[config.mk]
export PLATFORM = sky130hd
export DESIGN_NAME = dma_cmd_seq
export DESIGN_NICKNAME = d
export VERILOG_FILES = /design/src/rtl/dma_cmd_seq_pkg.sv /design/src/rtl/dma_burst_calc.sv /design/src/rtl/dma_cmd_seq.sv
export SDC_FILE = /design/constraint.sdc
export NUM_CORES = 1
export LEC_CHECK = 0
export CAP_MARGIN = 40
export CORE_MARGIN = 2
export CORE_UTILIZATION = 45
export DETAILED_ROUTE_END_ITERATION = 10
export PLACE_DENSITY_LB_ADDON = 0.05
export SLEW_MARGIN = 20
export SYNTH_ARGS = -nofsm -noshare
export SYNTH_HDL_FRONTEND = slang
export SYNTH_SLANG_ARGS = --single-unit
[constraint.sdc]
create_clock -name clk -period 6.1 [get_ports clk]
set_input_delay 1.22 -clock clk [delete_from_list [all_inputs] [get_ports clk]]
set_output_delay 1.22 -clock clk [all_outputs]
set_load 0.1 [all_outputs]
[src/rtl/dma_cmd_seq_pkg.sv]
// rtl/dma_cmd_seq_pkg.sv - shared types, status layout and helpers for the DMA command sequencer
package dma_cmd_seq_pkg;

  localparam int CMD_LEN_W = 8;

  typedef enum logic [2:0] {
    ST_IDLE  = 3'd0,
    ST_CALC  = 3'd1,
    ST_ISSUE = 3'd2,
    ST_WAIT  = 3'd3,
    ST_DRAIN = 3'd4,
    ST_DONE  = 3'd5
  } state_t;

  localparam int STAT_BUSY      = 0;
  localparam int STAT_DONE      = 1;
  localparam int STAT_ABORTED   = 2;
  localparam int STAT_ERR_LEN   = 3;
  localparam int STAT_ERR_ALIGN = 4;
  localparam int STAT_ERR_CPL   = 5;
  localparam int STAT_OUT_LSB   = 8;
  localparam int STAT_BURST_LSB = 16;

  function automatic logic [31:0] min3(input logic [31:0] a,
                                       input logic [31:0] b,
                                       input logic [31:0] c);
    logic [31:0] m;
    m = (a < b) ? a : b;
    return (m < c) ? m : c;
  endfunction

endpackage

[src/rtl/dma_burst_calc.sv]
// rtl/dma_burst_calc.sv - combinational burst sizing limited by length, max burst and boundary
module dma_burst_calc
  import dma_cmd_seq_pkg::*;
#(
  parameter int MAX_BURST = 16,
  parameter int BOUNDARY  = 4096,
  localparam int OFF_W    = $clog2(BOUNDARY)
) (
  input  logic [OFF_W-1:0] addr_off,
  input  logic [31:0]      remaining,
  output logic [8:0]       beats
);

  logic [31:0] room;
  logic [31:0] beats_full;
  logic [22:0] unused_hi;

  // Words left before the next boundary; the offset is word aligned so the shift is exact.
  always_comb begin
    room       = (32'(BOUNDARY) - 32'(addr_off)) >> 2;
    beats_full = min3(remaining, 32'(MAX_BURST), room);
  end

  // MAX_BURST <= 256 keeps the result within 9 bits.
  assign beats     = beats_full[8:0];
  assign unused_hi = beats_full[31:9];

endmodule

[src/rtl/dma_cmd_seq.sv]
// rtl/dma_cmd_seq.sv - splits one register-configured DMA transfer into bounded bursts
module dma_cmd_seq
  import dma_cmd_seq_pkg::*;
#(
  parameter int ADDR_W    = 32,
  parameter int MAX_BURST = 16,
  parameter int BOUNDARY  = 4096,
  parameter int MAX_OUT   = 4
) (
  input  logic                 clk,
  input  logic                 rst,
  input  logic [31:0]          cfg_ctrl,
  input  logic [31:0]          cfg_addr,
  input  logic [31:0]          cfg_len,
  output logic                 cmd_valid,
  input  logic                 cmd_ready,
  output logic [ADDR_W-1:0]    cmd_addr,
  output logic [CMD_LEN_W-1:0] cmd_len,
  input  logic                 cpl_valid,
  output logic [31:0]          status,
  output logic [31:0]          words_iss,
  output logic                 done_irq
);

  localparam int OFF_W = $clog2(BOUNDARY);

  state_t            state, state_n;
  logic              go_armed, go_prev, go;
  logic              abort;
  logic [ADDR_W-1:0] addr;
  logic [31:0]       remaining, remaining_after;
  logic [7:0]        outstanding, out_n;
  logic [15:0]       bursts;
  logic              done_f, aborted_f, err_len_f, err_align_f, err_cpl_f;
  logic              hs, cpl_ok;
  logic [8:0]        beats, iss_beats;
  logic              bad_len, bad_align;
  logic [29:0]       unused_ctrl;

  assign unused_ctrl = cfg_ctrl[31:2];
  assign abort       = cfg_ctrl[1];
  assign go          = go_armed & ~go_prev & cfg_ctrl[0];
  assign bad_len     = (cfg_len == 32'd0);
  assign bad_align   = (cfg_addr[1:0] != 2'b00);

  assign hs              = (state == ST_ISSUE) && cmd_ready;
  assign cpl_ok          = cpl_valid && (outstanding != 8'd0);
  assign iss_beats       = {1'b0, cmd_len} + 9'd1;
  assign remaining_after = remaining - 32'(iss_beats);

  dma_burst_calc #(
    .MAX_BURST(MAX_BURST),
    .BOUNDARY (BOUNDARY)
  ) u_calc (
    .addr_off (addr[OFF_W-1:0]),
    .remaining(remaining),
    .beats    (beats)
  );

  // Outstanding count; a completion and a handshake in the same cycle cancel out.
  always_comb begin
    out_n = outstanding;
    case ({hs, cpl_ok})
      2'b10:   out_n = outstanding + 8'd1;
      2'b01:   out_n = outstanding - 8'd1;
      default: out_n = outstanding;
    endcase
  end

  // State register.
  always_ff @(posedge clk or posedge rst) begin
    if (rst) state <= ST_IDLE;
    else     state <= state_n;
  end

  // Next-state logic.
  always_comb begin
    state_n = state;
    case (state)
      ST_IDLE: begin
        if (go) state_n = (bad_len || bad_align) ? ST_DONE : ST_CALC;
      end
      ST_CALC: begin
        state_n = abort ? ST_DRAIN : ST_ISSUE;
      end
      ST_ISSUE: begin
        if (hs) begin
          if (remaining_after == 32'd0)       state_n = ST_DRAIN;
          else if (out_n == 8'(MAX_OUT))      state_n = ST_WAIT;
          else                                state_n = ST_CALC;
        end
      end
      ST_WAIT: begin
        if (abort)                            state_n = ST_DRAIN;
        else if (outstanding < 8'(MAX_OUT))   state_n = ST_CALC;
      end
      ST_DRAIN: begin
        if (outstanding == 8'd0) state_n = ST_DONE;
      end
      ST_DONE: state_n = ST_IDLE;
      default: state_n = ST_IDLE;
    endcase
  end

  // Go edge detect: arming needs a sampled 0 so a go held through reset is not an edge.
  always_ff @(posedge clk or posedge rst) begin
    if (rst) begin
      go_armed <= 1'b0;
      go_prev  <= 1'b0;
    end else begin
      go_prev <= cfg_ctrl[0];
      if (!cfg_ctrl[0]) go_armed <= 1'b1;
    end
  end

  // Transfer datapath, counters and sticky status flags.
  always_ff @(posedge clk or posedge rst) begin
    if (rst) begin
      addr        <= '0;
      remaining   <= '0;
      cmd_addr    <= '0;
      cmd_len     <= '0;
      words_iss   <= '0;
      outstanding <= '0;
      bursts      <= '0;
      done_f      <= 1'b0;
      aborted_f   <= 1'b0;
      err_len_f   <= 1'b0;
      err_align_f <= 1'b0;
      err_cpl_f   <= 1'b0;
    end else begin
      outstanding <= out_n;
      case (state)
        ST_IDLE: begin
          if (go) begin
            addr        <= ADDR_W'(cfg_addr);
            remaining   <= cfg_len;
            words_iss   <= '0;
            done_f      <= 1'b0;
            aborted_f   <= 1'b0;
            err_cpl_f   <= 1'b0;
            err_len_f   <= bad_len;
            err_align_f <= !bad_len && bad_align;
          end
        end
        ST_CALC: begin
          if (abort) begin
            aborted_f <= 1'b1;
          end else begin
            cmd_addr <= addr;
            cmd_len  <= CMD_LEN_W'(beats - 9'd1);
          end
        end
        ST_ISSUE: begin
          if (hs) begin
            addr      <= addr + ADDR_W'({iss_beats, 2'b00});
            remaining <= remaining_after;
            words_iss <= words_iss + 32'(iss_beats);
            bursts    <= bursts + 16'd1;
          end
        end
        ST_WAIT: begin
          if (abort) aborted_f <= 1'b1;
        end
        ST_DONE: done_f <= 1'b1;
        default: ;
      endcase
      // A stray completion wins over the clear performed by a simultaneous go.
      if (cpl_valid && (outstanding == 8'd0)) err_cpl_f <= 1'b1;
    end
  end

  assign cmd_valid = (state == ST_ISSUE);
  assign done_irq  = (state == ST_DONE);

  always_comb begin
    status                     = '0;
    status[STAT_BUSY]          = (state != ST_IDLE);
    status[STAT_DONE]          = done_f;
    status[STAT_ABORTED]       = aborted_f;
    status[STAT_ERR_LEN]       = err_len_f;
    status[STAT_ERR_ALIGN]     = err_align_f;
    status[STAT_ERR_CPL]       = err_cpl_f;
    status[STAT_OUT_LSB +: 8]  = outstanding;
    status[STAT_BURST_LSB +: 16] = bursts;
  end

endmodule

After elaboration in Yosys (flattened, before gate mapping)

Cells that the tools add are included.
Widths: inputs -> output; s select.

Multipliers: 0
Reductions and logical operators: 27
Shift-type cells: 0
Muxes and demuxes: 28
Bitwise logic cells: 4
Add/sub/neg operators: 9
Div/mod/pow operators: 0
$lt $le $gt $ge: 3
Equality and inequality tests: 13

Operators by type and width:

| kind                   | number |
|---|---|
| $mux 32                | 7 |
| $pmux 32 s2            | 3 |
| $logic_not 32->1       | 2 |
| $add 32x11->32         | 1 |
| $add 32x9->32          | 1 |
| $lt 32x30->1           | 1 |
| $lt 32x5->1 const B    | 1 |
| $sub 32x9->32          | 1 |
| $mux 3                 | 8 |
| $add 16x1->16 const B  | 1 |
| $pmux 8 s2             | 1 |
| $sub 8x1->8 const B    | 2 |
| $pmux 3 s5             | 1 |
| $sub 13x12->14 const A | 1 |
| $reduce_bool 2->1      | 6 |
| $reduce_and 2->1       | 5 |
| $add 8x1->9 const B    | 1 |
| $add 8x1->8 const B    | 1 |
| $eq 8x3->1 const B     | 1 |
| $logic_not 8->1        | 1 |
| $lt 8x3->1 const B     | 1 |
| $mux 8                 | 1 |
| $reduce_bool 8->1      | 1 |
| $eq 3x2->1 const B     | 2 |
| 20 further kinds       | 33 |

Memories: 0
RAM bits: 0
Flip-flop bits (word level): 170
ROM bits: 0
Bits in latches: 0
Word-level logic and storage cells: 99

Logic depth before layout (Yosys ltp)

Gate-level depths: netlist of run 1.

Depth after elaboration: 9
Mapped depth: 19
Gate-level depth less buffers: 17

By module

From an unflattened synthesis of run 1, not the netlist that was laid out.

Cells, all modules: 1218
Area, all modules: 10869.2 um^2

Modules (own cells, without submodules):

| module         | area each (um^2) | sequential area each (um^2) | times used | cells an instance |
|---|---|---|---|---|
| dma_cmd_seq    | 10284.9          | 4254.1                      | 1          | 1138 |
| dma_burst_calc | 584.3            | 0.0                         | 1          | 80 |

Worst setup path before layout of run 1

No wires, ideal clock.

Path kind: input to register
Start point: input cmd_ready
End point: register state[1]
Library setup time: 0.066 ns
Cell stages on the path: 14
Arrival time: 4.368 ns
Slack: 1.667 ns
Path buffers: 2
Cells stage by stage: and2_1 inv_2 clkbuf_1 buf_1 ha_1 ha_1 a211oi_1 o21bai_1 a2111o_1 nand3_1 o211ai_1 or4_1 o21ai_0 and2_1

Word-level cells in the longest chain between the ends: 8

RTL lines:

| what                                     | RTL line          | text |
|---|---|---|
| start, declared                          | dma_cmd_seq.sv:16 | `input logic cmd_ready,` |
| $logic_and 1x1->1 (*)                    | dma_cmd_seq.sv:46 | `assign hs = (state == ST_ISSUE) && cmd_ready;` |
| $eq 2x1->1 or $eq 2x2->1 (tied branches) | dma_cmd_seq.sv:63 | `case ({hs, cpl_ok})` |
| $pmux 8 s2 (*)                           | dma_cmd_seq.sv:63 |  |
| named net out_n[7]                       | dma_cmd_seq.sv:32 | `logic [7:0] outstanding, out_n;` |
| $eq 8x3->1 (*)                           | dma_cmd_seq.sv:89 | `else if (out_n == 8'(MAX_OUT)) state_n = ST_WAIT;` |
| $mux 2 (*)                               | dma_cmd_seq.sv:89 |  |
| $mux 3 (*)                               | dma_cmd_seq.sv:88 | `if (remaining_after == 32'd0) state_n = ST_DRAIN;` |
| $mux 3 (*)                               | dma_cmd_seq.sv:87 | `if (hs) begin` |
| $pmux 3 s5 (*)                           | dma_cmd_seq.sv:79 | `case (state)` |
| end signal, assigned                     | dma_cmd_seq.sv:73 | `else state <= state_n;` |
| end, declared                            | dma_cmd_seq.sv:27 | `state_t state, state_n;` |

Mark *: on every way through the listed nets, which the timed path passes. The rest lies on a longest branch. The select of a mux whose other input is x is not followed.
A chain may end at the register's enable or synchronous reset.

Worst setup path after layout of run 1

Start point: register addr[0]
End point: register cmd_len[6]

Word-level cells in the longest chain between the ends: 4

RTL lines:

| what                   | RTL line              | text |
|---|---|---|
| start, declared        | dma_cmd_seq.sv:30     | `logic [ADDR_W-1:0] addr;` |
| start signal, assigned | dma_cmd_seq.sv:136    | `addr <= ADDR_W'(cfg_addr);` |
| start signal, assigned | dma_cmd_seq.sv:156    | `addr <= addr + ADDR_W'({iss_beats, 2'b00});` |
| $sub 13x12->14 (*)     | dma_burst_calc.sv:20  | `room = (32'(BOUNDARY) - 32'(addr_off)) >> 2;` |
| $lt 32x30->1           | dma_cmd_seq_pkg.sv:29 | `return (m < c) ? m : c;` |
| $mux 8 (*)             | dma_cmd_seq_pkg.sv:29 |  |
| $sub 8x1->8 (*)        | dma_cmd_seq.sv:151    | `cmd_len <= CMD_LEN_W'(beats - 9'd1);` |
| end signal, assigned   | dma_cmd_seq.sv:151    |  |
| end, declared          | dma_cmd_seq.sv:18     | `output logic [CMD_LEN_W-1:0] cmd_len,` |

Every way passes the cells marked *; elsewhere a longest branch is shown, timed or not.

==> out/results.ini, run 1 <==
[status]
status = completed

[synth]
synth_edf_count = 0
syn_area_mm2 = 0.0108
yosys.area.top_type = dfrtp_1
ys.flop_type = dfrtp_1
synth.distinct_cells = 79
synth_seq_area_share_pct = 39.3
synthCells = 1194
yosysTopAreaCellShare_pct = 39.3
synth.avg_cell_area_um2 = 9.06
synthTopCellsByArea = dfrtp_1, nand2_1, ha_1, o21ai_0, mux2_2
ys_seq_elements = 170
yosysWarnings = 0
async_reset_ff_share_pct = 100

[clock_tree]
clock_sinks = 170
cts-root-buf = clkbuf_16
clock_path_buffers = 2
holdBufCountCts = 0
clock_latency_ns = 0.44
clk_pin_slew_ns = 0.08
h-tree-depth = 4
cts_buffers = 17
post-cts-setup-buffers = 0
cts_tree = yes
ctsResizeCount = 0

[power_and_ir_drop]
ir_drop_mv = 0.377
power_frac_seq_pct = 22.8
clkPwrFrac_pct = 12.0
p_leak_nw = 6.54
intPower_mw = 4.41
pwr-share-comb_pct = 65.2
power.density_mw_per_mm2 = 598
p_sw_share_pct = 51.5
p_switching_mw = 4.69

[route]
drt_wl_total_um = 31900
vias = 10000
drt_pre_antenna_iters = 5
drt-initial-drc-count = 672
antenna_left = 0
drc = 0
wl_per_cell_um = 17.9
vias_per_cell = 5.65

[grt]
grt_max_degree = 93
grtUsageTotal_pct = 25.2
grt_pass1_wl_um = 52100
grt_pass1_vias = 9871
overflow = 0
antenna_found_initial = 0

[sta]
rsz0062_at_grt = no
max_freq_mhz = 204
tns_ns = 0
post-route-min-period_ns = 4.89
maxSlewHeadroom_pct = 36.6
setup_violations = 0
hold_viol_final = 0
report.final.slew_viol_count = 0
tightest_slew_ns = 0.927
final.setup_skew_ns = 0.0174
timing.final.crit_share_pct = 80.2

[worst_setup_path]
r2r-start = addr[0]
slowest_delay_ns = 0.64
critPathBufInv = 0
critical_path.max_fanout = 7
required_ns = 6.46
crit_path_top_delay_cell = or4b_1
worstSetupEndpointType = flop
rrSetupSlack_ns = 1.21
start_kind = flop
worstReg2RegEnd = cmd_len[6]
cpMostUsedCell = ha_1
worstPathCellList = nor4_1, or4b_1, nor3_1, nand2b_1, or3_1, ha_1, and3_1, a211oi_1, a31oi_1, a22o_1, o21ai_1, ha_1, nand3_1, xor2_1, a21oi_1
r2r_cells = 15
crit_cells = 15
cp_top_family = simple AND/OR/NAND/NOR gates
arrival_ns = 5.25
critPathKind = reg -> reg

[die]
core_area_mm2 = 0.0235
ios = 206
die_x_um = 159
start_util_pct = 46.0
die_h_um = 159
die_area_mm2 = 0.0253
std_cell_rows = 56

[cells_and_area]
drive_gt1_share_pct = 14.8
nets = 1595
fin_cells = 1776
syn_to_final_growth_pct = 40.7
diodes = 0
fillers = 1922

[hold_path]
holdPathStages = 1
hold_path_end = go_armed
hold_path_startpoint = go_armed
min_path_type = reg -> reg

[job]
max-cap-violations = 0

[placed_design]
dpl.cell_count = 1741
numPortBuffers = 173
dpl.hpwl_um = 23000
place_congestion = 0.844

-- flip-flops by register name, indices dropped and copies added (netlist names) --
name / cells
outstanding: 8
state: 3
err_len_f: 1
words_iss: 32
cmd_len: 8
done_f: 1
go_prev: 1
err_cpl_f: 1
cmd_addr: 32
go_armed: 1
err_align_f: 1
addr: 32
aborted_f: 1
bursts: 16
remaining: 32
-- per-stage QoR --
step	hold WS, ns	worst slack (ns)	util, %	area (um^2)	power, mW
finish	0.475	1.21	64.7	15200	9.11
global route	0.500	0.793	64.7	15200	9.68
CTS	0.477	1.27	64.4	15200	9.12
detailed placement	0.459	1.28	61.9	14600	8.00
global placement	0.450	1.39	54.4	12800	7.18
floorplan	0.435	0.277	-	10800	5.99
-- final cells by class --
type,instances,area (um^2),share of cell area [%]
clock buffers,18,439,2.88
multi-input cells,923,6170,40.5
clock inverters,14,144,0.945
well taps,319,399,2.62
repair buffers,292,3660,24.0
flip-flops and latches,170,4250,27.9
inverters,40,155,1.02
-- metal layers --
layer / GRT usage (%) / wire length (um)
met1: 34.1 / 14300
met2: 42.7 / 15700
met3: 3.65 / 1350
met4: 6.40 / 532
met5: 0 / 0
-- cell families after synthesis --
group	Yosys count	synth area share, %
muxes	53	5.31
adders and majority gates	51	6.17
other	1	0.0347
DFF	170	39.3
buffers and inverters	108	4.14
AOI/OAI and AO/OA	297	18.7
xor gates and xnor gates	65	5.26
and+or+nand+nor	449	21.0
-- cell usage in the layout, fill, tap and decap left out, types with 34 or more instances in the layout --
cell type,instances
ha_1,47
buf_8,88
nand2_1,161
nor2_1,74
clkdlybuf4s50_1,173
xnor2_1,34
nand3_1,52
inv_1,37
o21ai_0,81
mux2_2,35
dfrtp_1,170
a21oi_1,46
-- power groups by stage --
stage,registers (mW),clock network (mW),logic [mW]
after floorplan,3.23,0,2.76
after global placement,2.07,0,5.11
after detailed placement,2.09,0,5.91
after CTS,2.07,1.11,5.93
after global routing,2.14,1.16,6.37
final,2.07,1.09,5.94
-- worst max-delay path by stage --
stage,from,end,slack (ns)
after floorplan,rst,aborted_f,0.28
after detailed placement,addr[0],cmd_len[6],1.28
after global routing,addr[0],cmd_len[6],0.79
final,addr[0],cmd_len[6],1.21
after global placement,cmd_ready,state[1],1.39
after CTS,addr[0],cmd_len[6],1.27
-- synthesized netlist by cell type, types with 5 or more instances --
master and instances:
nor2_1 76, o211ai_1 8, nor2b_1 7, or4_1 10, a211oi_1 9, or3_1 8, a22oi_1 14, o21a_1 10
inv_1 38, a31oi_1 22, o311ai_0 14, buf_4 9, and2_1 6, buf_1 8, a41oi_1 5, mux2_2 35
a21oi_1 46, o21ai_0 81, a22o_1 6, nand2b_1 11, nand4_1 23, a21o_1 12, nand2_1 161, o31ai_1 10
mux2i_1 18, a221o_1 10, nor3_1 22, a32oi_1 17, nand3_1 52, xnor2_1 34, dfrtp_1 170, nor4_1 15
buf_2 7, ha_1 47, xor2_1 31, and3_1 21, or2_2 5, clkbuf_1 44
-- worst reg2reg max path, delay by kind of cell (launching register included) --
family          cells  cell delay [ns]
compound gates      5             1.05
xor+xnor            1             0.17
fa+ha+maj           2             0.68
flops               1             0.44
simple gates        7             2.49
Power figures use the tool's default switching activity.
==> run 2: changes to the inputs <==
==> constraint.sdc (replaced) <==
create_clock -name clk -period 4.5 [get_ports clk]
set_input_delay 0.9 -clock clk [delete_from_list [all_inputs] [get_ports clk]]
set_output_delay 0.9 -clock clk [all_outputs]
set_load 0.1 [all_outputs]
==> run 2 against run 1 <==
Net effect: fmax grew 18%; worst setup slack lost 0.86 ns; non-clock buffer count increased by 24; clock-buffer cell count did not move; clock power up 37%; register-to-register slack got worse by 0.86 ns; global-route usage rose by 0.39 points; largest cell class unchanged; largest power group unchanged; highest routed layer unchanged.
==> out/results.ini, run 2 (synthesized netlist as in run 1, its figures left out) <==
[status]
status = completed

[placed_design]
dpl.hpwl_um = 23600
numPortBuffers = 173
place_ws_ns = 0.247
place_congestion = 0.873

[sta]
report.final.slew_viol_count = 0
hold_viol_final = 0
timing.final.crit_share_pct = 92.4
tightest_slew_ns = 0.666
setup_slack_ns = 0.344
post-route-min-period_ns = 4.16
rsz0062_at_grt = no
final.setup_skew_ns = 0.0147
setup_violations = 0
maxSlewHeadroom_pct = 55.2
tns_ns = 0
max_freq_mhz = 241

[cells_and_area]
diodes = 0
syn_to_final_growth_pct = 42.4
seqCellArea_mm2 = 0.00425
nets = 1619
fillers = 1933
final_cell_mix = clkdlybuf4s50_1, dfrtp_1, nand2_1
drive_gt1_share_pct = 16.3
multiInputGateArea_mm2 = 0.00618
final_common_cell = clkdlybuf4s50_1

[die]
start_util_pct = 46.0
std_cell_rows = 56
core_area_mm2 = 0.0235
die_area_mm2 = 0.0253
die_h_um = 159
die_x_um = 159
ios = 206

[route]
drc = 0
antenna_left = 0
drt_wl_total_um = 32200
wl_per_cell_um = 17.9
drt-initial-drc-count = 640
vias = 10200
drt_pre_antenna_iters = 8
vias_per_cell = 5.66

[power_and_ir_drop]
p_sw_share_pct = 51.4
power.density_mw_per_mm2 = 812
pwr-share-comb_pct = 65.9
intPower_mw = 6.08
p_leak_nw = 6.66
clkPwrFrac_pct = 11.9
power_frac_seq_pct = 22.3
p_switching_mw = 6.43
ir_drop_mv = 0.616

[grt]
grt_pass1_wl_um = 53000
grtUsageTotal_pct = 25.6
grt_max_degree = 74
overflow = 0
antenna_found_initial = 0
grt_pass1_vias = 10100

[worst_setup_path]
start_kind = flop
crit_path_top_delay_cell = or4b_1
critPathBufInv = 0
required_ns = 4.87
arrival_ns = 4.52
slowest_delay_ns = 0.50
critical_path.max_fanout = 9
cpMostUsedCell = a21oi_1
worstSetupEndpointType = flop
critPathKind = reg -> reg
worstPathCellList = nor4_2, or4b_1, nor3_1, nand2b_1, or3_1, ha_1, and3_1, a211oi_1, a31oi_1, o221ai_2, nor2_1, a21oi_1, ha_2, nand3_1, xor2_1, a21oi_1
cp_top_family = simple AND/OR/NAND/NOR gates
rrSetupSlack_ns = 0.34

[clock_tree]
cts-root-buf = clkbuf_16
post-cts-setup-buffers = 0
ctsResizeCount = 0
h-tree-depth = 4
clk_pin_slew_ns = 0.07
clock_latency_ns = 0.45
clock_path_buffers = 2
cts_buffers = 17
holdBufCountCts = 0
clock_sinks = 170
cts_tree = yes

[hold_path]
min_path_type = reg -> reg

[job]
max-cap-violations = 0

[run 2: metrics by stage]
stage | hold WS [ns] | util [%] | total power [mW] | cell area (um^2) | cells
after floorplan | 0.435 | - | 8.12 | 10900 | 1201
after global placement | 0.450 | 55.3 | 9.87 | 13000 | 1662
after detailed placement | 0.452 | 62.7 | 11.0 | 14800 | 1766
after CTS | 0.474 | 65.2 | 12.5 | 15400 | 1798
after global routing | 0.481 | 65.4 | 13.3 | 15400 | 1800
final | 0.472 | 65.4 | 12.5 | 15400 | 1800
[run 2: routing by layer]
layer | track usage, % | up-vias | part of all wire (%)
met5 | 0 | - | 0
met4 | 5.70 | 0 | 1.3
met3 | 3.78 | 26 | 4.2
met2 | 43.2 | 247 | 49
met1 | 35.0 | 4984 | 46
li1 | - | 4930 | -
[run 2: final cells by class]
class | instances | share of cell area [%]
Inverter | 40 | 0.999
Tap cell | 319 | 2.59
Sequential cell | 170 | 27.6
Multi-Input combinational cell | 923 | 40.1
Clock inverter | 14 | 0.958
Clock buffer | 18 | 2.85
Timing Repair Buffer | 316 | 24.8
[run 2: path summary, 6_finish.rpt]
check,end,from,cells past startpoint
max in group asynchronous,words_iss[9],rst,4
worst max register to register,cmd_len[6],addr[0],16
worst max-delay path,cmd_len[6],addr[0],16
worst min-delay path,go_armed,go_armed,1
min in group asynchronous,cmd_len[1],rst,2
worst min register to register,go_armed,go_armed,1
[run 2: power groups by stage]
stage / registers, mW / clock network, mW / logic, mW
4_1_cts: 2.77 / 1.51 / 8.20
3_3_place_gp: 2.78 / 0 / 7.09
6_report: 2.78 / 1.49 / 8.24
2_1_floorplan: 4.38 / 0 / 3.74
5_1_grt: 2.88 / 1.58 / 8.83
3_5_place_dp: 2.80 / 0 / 8.18
[run 2: worst reg2reg max path, stage by stage, from the launching register on]
cell	delay, ns
dfrtp_1	0.44
nor4_2	0.39
or4b_1	0.50
nor3_1	0.24
nand2b_1	0.16
or3_1	0.36
ha_1	0.32
and3_1	0.19
a211oi_1	0.23
a31oi_1	0.11
o221ai_2	0.21
nor2_1	0.10
a21oi_1	0.14
ha_2	0.25
nand3_1	0.12
xor2_1	0.17
a21oi_1	0.15
